$ cat src/rtl/mem_access_stage.sv
`timescale 1ns/1ps
// mem_access_stage: memory stage between EX_MEM and write-back.
// Issues data-memory loads/stores over a req/ack handshake, stalls upstream
// while an access is outstanding, aborts after TIMEOUT unacknowledged cycles,
// and drives the MEM/WB pipeline register.
// Ports:
//   clk_i, rst_i (async, active-low)
//   control_i/ALUResult_i/RSdata2_i/RDaddr_i : EX_MEM payload
//   stall_o                                  : combinational upstream freeze
//   req_o/we_o/addr_o/wdata_o, ack_i/rdata_i : data-memory handshake
//   control_o/ALUResult_o/MemData_o/RDaddr_o : MEM/WB register
//   err_o                                    : one-cycle error pulse
module mem_access_stage #(
    parameter int unsigned TIMEOUT = 15
) (
    input  logic        clk_i,
    input  logic        rst_i,
    input  logic [3:0]  control_i,
    input  logic [31:0] ALUResult_i,
    input  logic [31:0] RSdata2_i,
    input  logic [4:0]  RDaddr_i,
    output logic        stall_o,
    output logic        req_o,
    output logic        we_o,
    output logic [31:0] addr_o,
    output logic [31:0] wdata_o,
    input  logic        ack_i,
    input  logic [31:0] rdata_i,
    output logic [1:0]  control_o,
    output logic [31:0] ALUResult_o,
    output logic [31:0] MemData_o,
    output logic [4:0]  RDaddr_o,
    output logic        err_o
);

    localparam int unsigned CW = $clog2(TIMEOUT + 1);

    typedef enum logic {
        IDLE = 1'b0,
        BUSY = 1'b1
    } state_e;

    state_e        state_q, state_d;
    logic [CW-1:0] cnt_q, cnt_d;

    logic          req_d, we_d, err_d;
    logic [31:0]   addr_d, wdata_d, alu_d, mdata_d;
    logic [1:0]    ctrl_d;
    logic [4:0]    rd_d;
    logic          stall_c;

    // Instruction decode of the EX_MEM control bits
    logic mem_rd, mem_wr, memop, illegal, misaligned, start, cnt_at_max;

    assign mem_rd     = control_i[1];
    assign mem_wr     = control_i[0];
    assign memop      = mem_rd ^ mem_wr;
    assign illegal    = mem_rd & mem_wr;
    assign misaligned = memop & (ALUResult_i[1:0] != 2'b00);
    assign start      = memop & ~misaligned;
    assign cnt_at_max = (cnt_q == CW'(TIMEOUT));

    // Stall is forced low during reset so upstream is released immediately
    assign stall_o = rst_i & stall_c;

    // Next-state and next-output logic
    always_comb begin
        state_d = state_q;
        cnt_d   = cnt_q;
        req_d   = req_o;
        we_d    = we_o;
        addr_d  = addr_o;
        wdata_d = wdata_o;
        ctrl_d  = 2'b00;
        alu_d   = 32'h0;
        mdata_d = 32'h0;
        rd_d    = 5'h0;
        err_d   = 1'b0;
        stall_c = 1'b0;

        unique case (state_q)
            IDLE: begin
                if (start) begin
                    // Launch the access; MEM/WB takes a bubble meanwhile
                    stall_c = 1'b1;
                    state_d = BUSY;
                    req_d   = 1'b1;
                    we_d    = mem_wr;
                    addr_d  = ALUResult_i;
                    wdata_d = RSdata2_i;
                    cnt_d   = '0;
                end else begin
                    // Pass-through; bad memory ops retire without writing back
                    ctrl_d = {control_i[3] & ~(illegal | misaligned), control_i[2]};
                    alu_d  = ALUResult_i;
                    rd_d   = RDaddr_i;
                    err_d  = illegal | misaligned;
                end
            end
            BUSY: begin
                if (ack_i) begin
                    state_d = IDLE;
                    req_d   = 1'b0;
                    ctrl_d  = control_i[3:2];
                    alu_d   = ALUResult_i;
                    rd_d    = RDaddr_i;
                    mdata_d = we_o ? 32'h0 : rdata_i;
                end else if (!cnt_at_max) begin
                    stall_c = 1'b1;
                    cnt_d   = cnt_q + CW'(1);
                end else begin
                    // Abort: retire with RegWrite cleared and flag the error
                    state_d = IDLE;
                    req_d   = 1'b0;
                    err_d   = 1'b1;
                    ctrl_d  = {1'b0, control_i[2]};
                    alu_d   = ALUResult_i;
                    rd_d    = RDaddr_i;
                end
            end
            default: state_d = IDLE;
        endcase
    end

    // State, handshake and MEM/WB registers
    always_ff @(posedge clk_i or negedge rst_i) begin
        if (!rst_i) begin
            state_q     <= IDLE;
            cnt_q       <= '0;
            req_o       <= 1'b0;
            we_o        <= 1'b0;
            addr_o      <= 32'h0;
            wdata_o     <= 32'h0;
            control_o   <= 2'b00;
            ALUResult_o <= 32'h0;
            MemData_o   <= 32'h0;
            RDaddr_o    <= 5'h0;
            err_o       <= 1'b0;
        end else begin
            state_q     <= state_d;
            cnt_q       <= cnt_d;
            req_o       <= req_d;
            we_o        <= we_d;
            addr_o      <= addr_d;
            wdata_o     <= wdata_d;
            control_o   <= ctrl_d;
            ALUResult_o <= alu_d;
            MemData_o   <= mdata_d;
            RDaddr_o    <= rd_d;
            err_o       <= err_d;
        end
    end

endmodule

$ cat config.mk
export PLATFORM = sky130hd
export DESIGN_NAME = mem_access_stage
export DESIGN_NICKNAME = d
export VERILOG_FILES = /design/src/rtl/mem_access_stage.sv
export SDC_FILE = /design/constraint.sdc
export NUM_CORES = 1
export LEC_CHECK = 0
export ABC_AREA = 1
export CAP_MARGIN = 10
export CORE_MARGIN = 4
export CORE_UTILIZATION = 41
export CTS_BUF_LIST = sky130_fd_sc_hd__clkbuf_4 sky130_fd_sc_hd__clkbuf_8 sky130_fd_sc_hd__clkbuf_16
export DETAILED_ROUTE_END_ITERATION = 7
export PLACE_DENSITY = 0.81
export SETUP_SLACK_MARGIN = 0.02
export SYNTH_ARGS = -nofsm -noshare
export SYNTH_HDL_FRONTEND = slang
export SYNTH_SLANG_ARGS = --single-unit
$ cat constraint.sdc
create_clock -name clk_i -period 1.5 [get_ports clk_i]
set_input_delay 0.3 -clock clk_i [delete_from_list [all_inputs] [get_ports clk_i]]
set_output_delay 0.3 -clock clk_i [all_outputs]
set_load 0.01 [all_outputs]
==> impl_metrics.py <==
metrics = {
    "clock_network": {
        "numCtsBuffers": 17,
        "cts_tree": "done",
        "clk_pin_slew_ps": 60,
        "clock_path_buffers": 2,
        "cts_hold_buf": 0,
        "htreeDepth": 4,
        "cts.sinks": 143,
        "clk-insertion-delay-late_ps": 410,
        "root_buffer": "clkbuf_16",
    },
    "sta": {
        "setup_violations": 5,
        "fin_skew_ps": 8.44,
        "layout_setup_ws_ps": -313,
        "max_freq_ghz": 0.551,
        "fin_tns_setup_ps": -401,
        "maxSlewViolCount": 0,
        "slew_headroom_pct": 47.8,
        "fin_worst_hold_slack_ps": -33.9,
        "fin_crit_sh_pct": 121,
        "hold_viol_final": 13,
        "rsz0062_at_grt": "yes",
        "period_minus_slack_ps": 1810,
        "tightest_slew_ps": 783,
    },
    "setup_path": {
        "cp.required_ps": 1200,
        "rr_startpoint": "cnt_q[1]",
        "r2r_slack_ps": -40,
        "critPathTopFamily": "flip-flops",
        "cp_cell_sequence": "ha_2, nand3_4, nand2_4, nand2_4, inv_2, nor2_1, buf_2",
        "critPathKind": "register to output port",
        "path_max_fanout": 2,
        "cp.arrival_ps": 1510,
        "path_buf_inv": 2,
        "cp_common_cell": "nand2_4",
        "slowest_delay_ps": 390,
        "cpMaxStageDelayCell": "dfrtp_1",
        "reg2reg_depth": 6,
        "crit_path_start_kind": "register",
        "cp-end-kind": "output port",
        "r2r-end": "cnt_q[0]",
    },
    "final_layout": {
        "layout_commonest_cell": "dfrtp_1",
        "final_cell_area_um2": 8440,
        "final_cell_mix": "dfrtp_1 (143), nand2_1 (139), dlygate4sd2_1 (139), clkdlybuf4s50_1 (105), inv_1 (78)",
        "drive_gt1_share_pct": 9.68,
        "final_cell_count_no_fill": 953,
        "nets": 882,
        "syn_to_final_growth_pct": 63.3,
        "antenna_cells": 0,
        "finalCoreUtilization_pct": 69.4,
    },
    "run_status": {
        "status": "finished, violations left",
        "violations": "negative hold slack, negative setup slack",
    },
    "grt": {
        "gr-total-overflow": 0,
        "grt_pass1_wl_um": 23200,
        "track_usage_pct": 20.7,
        "first_global_vias": 4623,
        "antenna_found_initial": 0,
        "grt_max_degree": 144,
    },
    "logic_synthesis": {
        "ys_ff_latch": 143,
        "yosys-top-cells-area": "dfrtp_1 (69%), nand2_1 (10%), inv_1 (5.7%)",
        "yosys.area.top_type": "dfrtp_1",
        "synth_area_per_cell_um2": 10.2,
        "synth.yosys.seq_area_share_pct": 69.3,
        "synthCells": 505,
        "syn_nets": 615,
        "netlist_area_um2": 5160,
        "synth_warnings": 0,
        "synth_top_area_share_pct": 69.3,
        "yosysUniqueCellTypes": 23,
    },
    "placed_design": {
        "portBuffers": 246,
        "dp_cells": 919,
        "placed_area_um2": 7880,
        "hpwl_um": 10500,
        "gp_congestion": 0.819,
    },
    "die": {
        "core_um2": 12200,
        "rows": 40,
        "die_width_um": 120,
        "die-height_um": 120,
        "pin_count": 247,
        "dieArea_um2": 14500,
        "start_util_pct": 42.5,
    },
    "flow_run": {
        "cap_violations": 0,
    },
    "route": {
        "antenna_left": 0,
        "routed_wl_um": 15000,
        "via_count": 4278,
        "wl_per_cell_um": 15.7,
        "viasPerCell": 4.49,
        "dr.pass1.iters": 4,
        "drc_errors": 0,
        "drt-initial-drc-count": 236,
    },
    "pwr": {
        "ir_drop_mv": 0.732,
        "p_leak_nw": 4.68,
        "p_per_area_nw_per_um2": 1370,
    },
    "worst_hold_path": {
        "min_path_type": "input port to asynchronous set/reset pin",
    },
}
-- logic make-up (layout without fill, tap and decap cells) --
logic type / after synthesis / count (layout) / share of synthesized area, %
compound gates: 35 / 35 / 4.14
flops: 143 / 143 / 69.3
simple gates: 222 / 222 / 16.9
buf+inv: 101 / 381 / 8.79
fa+ha+maj: 2 / 2 / 0.484
xor+xnor: 1 / 1 / 0.170
mux: 1 / 1 / 0.194
-- metal layers --
layer  global-route usage, %  share of wire, %
met1                    20.6                35
met2                    37.2                53
met3                    8.19               8.9
met4                    10.5               3.9
met5                       0                 0
-- metrics by stage --
step / hold slack, ps / power, mW / worst slack [ps]
after detailed placement: 465 / 7.54 / -743
after floorplan: 4.41 / 5.70 / 83.0
final: -33.9 / 11.6 / -313
after global routing: 61.1 / 12.1 / -393
after global placement: 463 / 7.43 / -735
after CTS: 53.9 / 11.7 / -296
-- layout make-up --
type	instances	area, um^2
fill	971	3730
clock buffer	22	482
sequential	143	3580
clock inverter	10	159
inverter	81	304
tap	168	210
multi-input combinational	261	1160
timing repair buffer	268	2540
-- power breakdown --
part | switching, mW | total (mW) | internal [mW] | leakage, nW
sequential | 0.275 | 4.72 | 4.44 | 1.82
clock | 1.53 | 4.48 | 2.95 | 0.313
combinational | 1.22 | 2.37 | 1.15 | 2.54
-- timing repair --
action                                  CTS  global route
setup buffers                             2             0
endpoints found under the setup margin  236           102
resized for setup                       153             4
pin swaps                                 2             0
gates cloned                              0             1
-- sequential cells by signal, indices dropped and copies added (netlist names) --
register	cells
ALUResult_o	32
MemData_o	32
RDaddr_o	5
addr_o	32
cnt_q	4
control_o	2
err_o	1
req_o	1
state_q	1
wdata_o	32
we_o	1
-- worst max-delay path by stage --
stage | slack [ps] | cells after the start | to | from
after global placement | -740 | 7 | stall_o | control_i[0]
after CTS | -300 | 7 | stall_o | cnt_q[1]
after detailed placement | -740 | 7 | stall_o | control_i[0]
final | -310 | 7 | stall_o | cnt_q[1]
after global routing | -390 | 7 | stall_o | cnt_q[1]
after floorplan | 80 | 6 | stall_o | cnt_q[0]
-- synth_stat cells --
cell and instances:
o21ai_0 23, nand2_4 1, ha_1 2, inv_2 2
nand2_2 1, nand3_1 4, nand4_1 1, nor2_4 1
o21ai_2 10, clkbuf_1 5, o22ai_1 1, nand3_4 1
buf_1 2, and3_1 1, nor2_1 73, a21oi_1 1
buf_4 6, nand2_1 139, inv_1 79, xnor2_1 1
mux2i_1 1, buf_6 7, dfrtp_1 143
Power figures use the tool's default switching activity.
